$ cat src/rtl/ysyx_24110006_ifu.sv
// ---------------------------------------------------------------------------
// ysyx_24110006_ifu -- instruction fetch unit for the multi-cycle core.
//
// Fetches one 32-bit instruction per PC over an AXI4-Lite read channel and
// hands it to the decoder as a single-cycle valid pulse, then waits for
// writeback to supply the next PC. Misaligned PCs are reported without
// touching the bus; non-OKAY read responses are reported as access faults.
//
// Ports:
//   i_clock, i_reset         core clock, asynchronous active-high reset
//   i_pc_valid, i_next_pc    next-PC strobe and value from writeback
//   o_araddr, o_arvalid,
//   i_arready                AXI read-address channel
//   i_rdata, i_rresp,
//   i_rvalid, o_rready       AXI read-data channel
//   o_pc, o_inst, o_valid    instruction presented to the decoder
//   o_fault                  0 none, 1 misaligned PC, 2 bus fault (with o_valid)
//   o_fetch_cnt              o_valid pulses since reset (wraps)
// ---------------------------------------------------------------------------
module ysyx_24110006_ifu #(
  parameter logic [31:0] RESET_PC = 32'h3000_0000
) (
  input  logic        i_clock,
  input  logic        i_reset,
  input  logic        i_pc_valid,
  input  logic [31:0] i_next_pc,
  output logic [31:0] o_araddr,
  output logic        o_arvalid,
  input  logic        i_arready,
  input  logic [31:0] i_rdata,
  input  logic [1:0]  i_rresp,
  input  logic        i_rvalid,
  output logic        o_rready,
  output logic [31:0] o_pc,
  output logic [31:0] o_inst,
  output logic        o_valid,
  output logic [1:0]  o_fault,
  output logic [31:0] o_fetch_cnt
);

  typedef enum logic [2:0] {
    S_IDLE = 3'd0,
    S_AR   = 3'd1,
    S_R    = 3'd2,
    S_OUT  = 3'd3,
    S_WAIT = 3'd4
  } state_t;

  localparam logic [1:0] FAULT_NONE     = 2'd0;
  localparam logic [1:0] FAULT_MISALIGN = 2'd1;
  localparam logic [1:0] FAULT_BUS      = 2'd2;

  state_t      state_r;
  logic [31:0] pc_r;
  logic [31:0] inst_r;
  logic [1:0]  fault_r;
  logic [31:0] fetch_cnt_r;

  // Fetch FSM together with the PC, instruction, fault and counter registers.
  always_ff @(posedge i_clock or posedge i_reset) begin
    if (i_reset) begin
      state_r     <= S_IDLE;
      pc_r        <= RESET_PC;
      inst_r      <= 32'd0;
      fault_r     <= FAULT_NONE;
      fetch_cnt_r <= 32'd0;
    end else begin
      case (state_r)
        S_IDLE: begin
          state_r <= S_AR;
        end
        S_AR: begin
          // Address and valid are decoded from state/pc_r, so they cannot
          // change while the slave stalls.
          if (i_arready) begin
            state_r <= S_R;
          end
        end
        S_R: begin
          if (i_rvalid) begin
            if (i_rresp == 2'b00) begin
              inst_r  <= i_rdata;
              fault_r <= FAULT_NONE;
            end else begin
              inst_r  <= 32'd0;
              fault_r <= FAULT_BUS;
            end
            state_r <= S_OUT;
          end
        end
        S_OUT: begin
          fetch_cnt_r <= fetch_cnt_r + 32'd1;
          state_r     <= S_WAIT;
        end
        S_WAIT: begin
          if (i_pc_valid) begin
            pc_r <= i_next_pc;
            if (i_next_pc[1:0] == 2'b00) begin
              state_r <= S_AR;
            end else begin
              // Misaligned target: report immediately, never reach the bus.
              inst_r  <= 32'd0;
              fault_r <= FAULT_MISALIGN;
              state_r <= S_OUT;
            end
          end
        end
        default: begin
          state_r <= S_IDLE;
        end
      endcase
    end
  end

  assign o_arvalid   = (state_r == S_AR);
  assign o_rready    = (state_r == S_R);
  assign o_valid     = (state_r == S_OUT);
  assign o_araddr    = pc_r;
  assign o_pc        = pc_r;
  assign o_inst      = inst_r;
  assign o_fault     = fault_r;
  assign o_fetch_cnt = fetch_cnt_r;

endmodule
$ cat config.mk
export PLATFORM = sky130hd
export DESIGN_NAME = ysyx_24110006_ifu
export DESIGN_NICKNAME = d
export VERILOG_FILES = /design/src/rtl/ysyx_24110006_ifu.sv
export SDC_FILE = /design/constraint.sdc
export NUM_CORES = 1
export LEC_CHECK = 0
export ABC_AREA = 1
export CAP_MARGIN = 20
export CELL_PAD_IN_SITES_DETAIL_PLACEMENT = 1
export CELL_PAD_IN_SITES_GLOBAL_PLACEMENT = 1
export CORE_MARGIN = 2
export CORE_UTILIZATION = 31
export DETAILED_ROUTE_END_ITERATION = 16
export PLACE_DENSITY = 0.79
export REMOVE_ABC_BUFFERS = 1
export SLEW_MARGIN = 20
export SYNTH_ARGS = -nofsm -noshare
export SYNTH_HDL_FRONTEND = slang
export SYNTH_SLANG_ARGS = --single-unit
$ cat constraint.sdc
create_clock -name i_clock -period 4.5 [get_ports i_clock]
set_input_delay 0.9 -clock i_clock [delete_from_list [all_inputs] [get_ports i_clock]]
set_output_delay 0.9 -clock i_clock [all_outputs]
set_load 0.1 [all_outputs]
==> results.json <==
{
  "worstPathArrival_ns": 2.40,
  "busiest_layer": "met2",
  "cts_hold_buffers": 0,
  "grtUsageMet3": 0.0351,
  "crit_type": "register to output port",
  "io_pins": 204,
  "multiInputGateArea_sq_mm": 0.00176,
  "cts_buffers": 9,
  "finalNetCount": 747,
  "hpwl_mm": 11.0,
  "yosys.cell_types.count": 29,
  "nFillCells": 1714,
  "regArea_sq_mm": 0.00253,
  "clockBufferDepth": 2,
  "clkLatencyLatePin_ns": 0.35,
  "path_buf_inv": 1,
  "hp-class": "register to register",
  "antenna_found_initial": 0,
  "stdcell_area_sq_mm": 0.00706,
  "die_w_um": 128,
  "slowest_delay_ns": 1.22,
  "core_sq_mm": 0.0151,
  "critPathRequiredTime_ns": 3.60,
  "die_area_sq_mm": 0.0164,
  "drtIter0Drc": 273,
  "syn_area_per_cell_sq_um": 9.42,
  "diodes": 0,
  "cp_slowest_cell": "clkdlybuf4s50_1",
  "clock_sinks": 101,
  "max_slew.worst_pin.slew_ns": 1.05,
  "wirelength_mm": 14.1,
  "rr_worst_depth": 8,
  "cts_tree": "yes",
  "start_kind": "register",
  "grt_pass1_wl_mm": 22.9,
  "cp.depth": 2,
  "drive_gt1_frac": 0.0926,
  "crit_family": "buffers and inverters",
  "rows": 45,
  "period_needed_ns": 3.30,
  "finalHoldViolCount": 0,
  "grt_pass1_vias": 4288,
  "initial_core_util": 0.315,
  "finalNonFillerCells": 868,
  "cap_violations": 0,
  "port_buffers": 203,
  "netlist_area_sq_mm": 0.00478,
  "gr-total-overflow": 0,
  "path_cells": "nor3_1, clkdlybuf4s50_1",
  "wire_per_inst_um": 16.2,
  "grt_max_degree": 69,
  "fin_skew_ns": 0.00973,
  "setup-tns-final_ns": 0,
  "place_congestion": 0.803,
  "startpoint": "state_r[2]",
  "synthToLayoutAreaGrowth_pct": 47.8,
  "met2_usage": 0.309,
  "fin_crit_sh": 0.733,
  "critPathCaptureType": "output port",
  "grt.total_usage": 0.179,
  "fmax_ghz": 0.303,
  "place_inst": 852,
  "rsz0062_at_grt": "no",
  "yosys_warnings": 0,
  "cp_max_fo": 5,
  "status": "completed",
  "finalSetupViolCount": 0,
  "vias_per_cell": 4.73,
  "clk_pin_slew_worst_paths_ns": 0.06,
  "r2r_end": "o_inst[6]",
  "dr_total_vias": 4108,
  "post_cts_buffers": 0,
  "ant_nets": 0,
  "synth-seq-cells": 101,
  "rr_startpoint": "state_r[2]",
  "use_met1": 0.217,
  "ctsResizeCount": 0,
  "drc": 0,
  "hold_slack_ns": 0.493,
  "firstDrtPassIters": 4,
  "max_slew_margin": 0.299,
  "finalMaxSlewViolations": 0,
  "die_h_um": 128,
  "root_buffer": "clkbuf_16",
  "reg2reg_setup_slack_ns": 2.34,
  "seq_area_frac_synth": 0.529,
  "dpl-instance-area_sq_mm": 0.00675,
  "syn-instance-count": 507,
  "cts_max_level": 3,
  "endpoint": "o_arvalid"
}
[metrics by stage]
step,utilization,setup slack (ns)
after detailed placement,0.445,1.57
final,0.466,1.20
after floorplan,-,0.942
after CTS,0.466,1.17
after global routing,0.466,1.07
after global placement,0.445,1.63
[layout by cell type (no fill, tap or decap), drive strengths merged]
cell,synthesis,final
dfstp,2,2
nand2,115,115
clkbuf,6,10
clkinv,0,1
nor2,34,34
ha,1,1
xnor2,5,5
nand3b,2,2
buf,42,2
mux2,32,32
o21ai,38,38
inv,43,43
clkdlybuf4s50,0,203
dfrtp,99,99
nor3,13,13
clkinvlp,0,3
xor2,16,16
nand3,48,48
nand4,10,10
o21bai,1,1
bufinv,0,2
[logic make-up after synthesis]
kind of cell               share of synthesized area
and+or+nand+nor                                0.209
DFF                                            0.529
buffers and inverters                          0.103
AOI/OAI and AO/OA                             0.0422
muxes                                         0.0754
xor gates and xnor gates                      0.0385
adders and majority gates                    0.00262
[worst reg2reg max path: cells and delay by family, from the launching register on]
family,cells,cell delay [ns]
simple gates,5,1.19
flops,1,0.51
buf+inv,2,0.22
compound gates,1,0.13
[registers in the layout (all words and copies together), names as in the netlist]
register and count:
o_fetch_cnt 32, state_r 3, o_fault 2, o_inst 32, o_araddr 32
[how the worst min path moves through the flow]
| stage | from | end | slack (ns) | cells past startpoint |
|---|---|---|---|---|
| 2_1_floorplan | state_r[1] | state_r[2] | 0.63 | 2 |
| 3_3_place_gp | o_inst[25] | o_inst[25] | 0.47 | 2 |
| 3_5_place_dp | o_fault[1] | o_fault[1] | 0.48 | 2 |
| 5_1_grt | o_fault[0] | o_fault[0] | 0.51 | 2 |
| 6_report | o_fault[1] | o_fault[1] | 0.49 | 2 |
| 4_1_cts | o_fault[1] | o_fault[1] | 0.50 | 2 |
[layer usage]
metal  part of all wire  up-vias
li1                   -     1950
met1               0.42     2000
met2               0.50      137
met3              0.051       21
met4              0.027        0
met5                  0        -
[area by class of cell]
type                            instances  share of cell area
Multi-Input combinational cell        315               0.249
Clock inverter                          6              0.0124
Clock buffer                           10              0.0324
Sequential cell                       101               0.358
Timing Repair Buffer                  205               0.292
Tap cell                              188              0.0333
Inverter                               43              0.0232
[Yosys cell counts]
library cell  number  share of area
dfstp_2            2          0.011
xor2_1            16          0.029
inv_1             39          0.031
nand4_1           10          0.013
nor3_2             3         0.0063
nor2_4             1         0.0024
buf_2              7         0.0073
inv_2              4         0.0031
ha_1               1         0.0026
clkbuf_1           6         0.0047
nor2_1            31          0.024
nand2_1          113          0.089
nor3_1            10          0.010
o21ai_0           14          0.015
nand3_1           46          0.048
nand3_4            1         0.0037
nand3b_1           2         0.0031
nand3_2            1         0.0021
nand2_4            1         0.0024
nand2_2            1         0.0013
o21bai_2           1         0.0024
mux2_2            27          0.064
buf_4             32          0.050
nor2_2             2         0.0026
buf_6              3         0.0071
dfrtp_1           99           0.52
xnor2_1            5         0.0092
o21ai_1           24          0.025
mux2_1             5          0.012
Power is not shown: default switching activity piles up to over one toggle a cycle in this logic, so the estimate is an artifact.
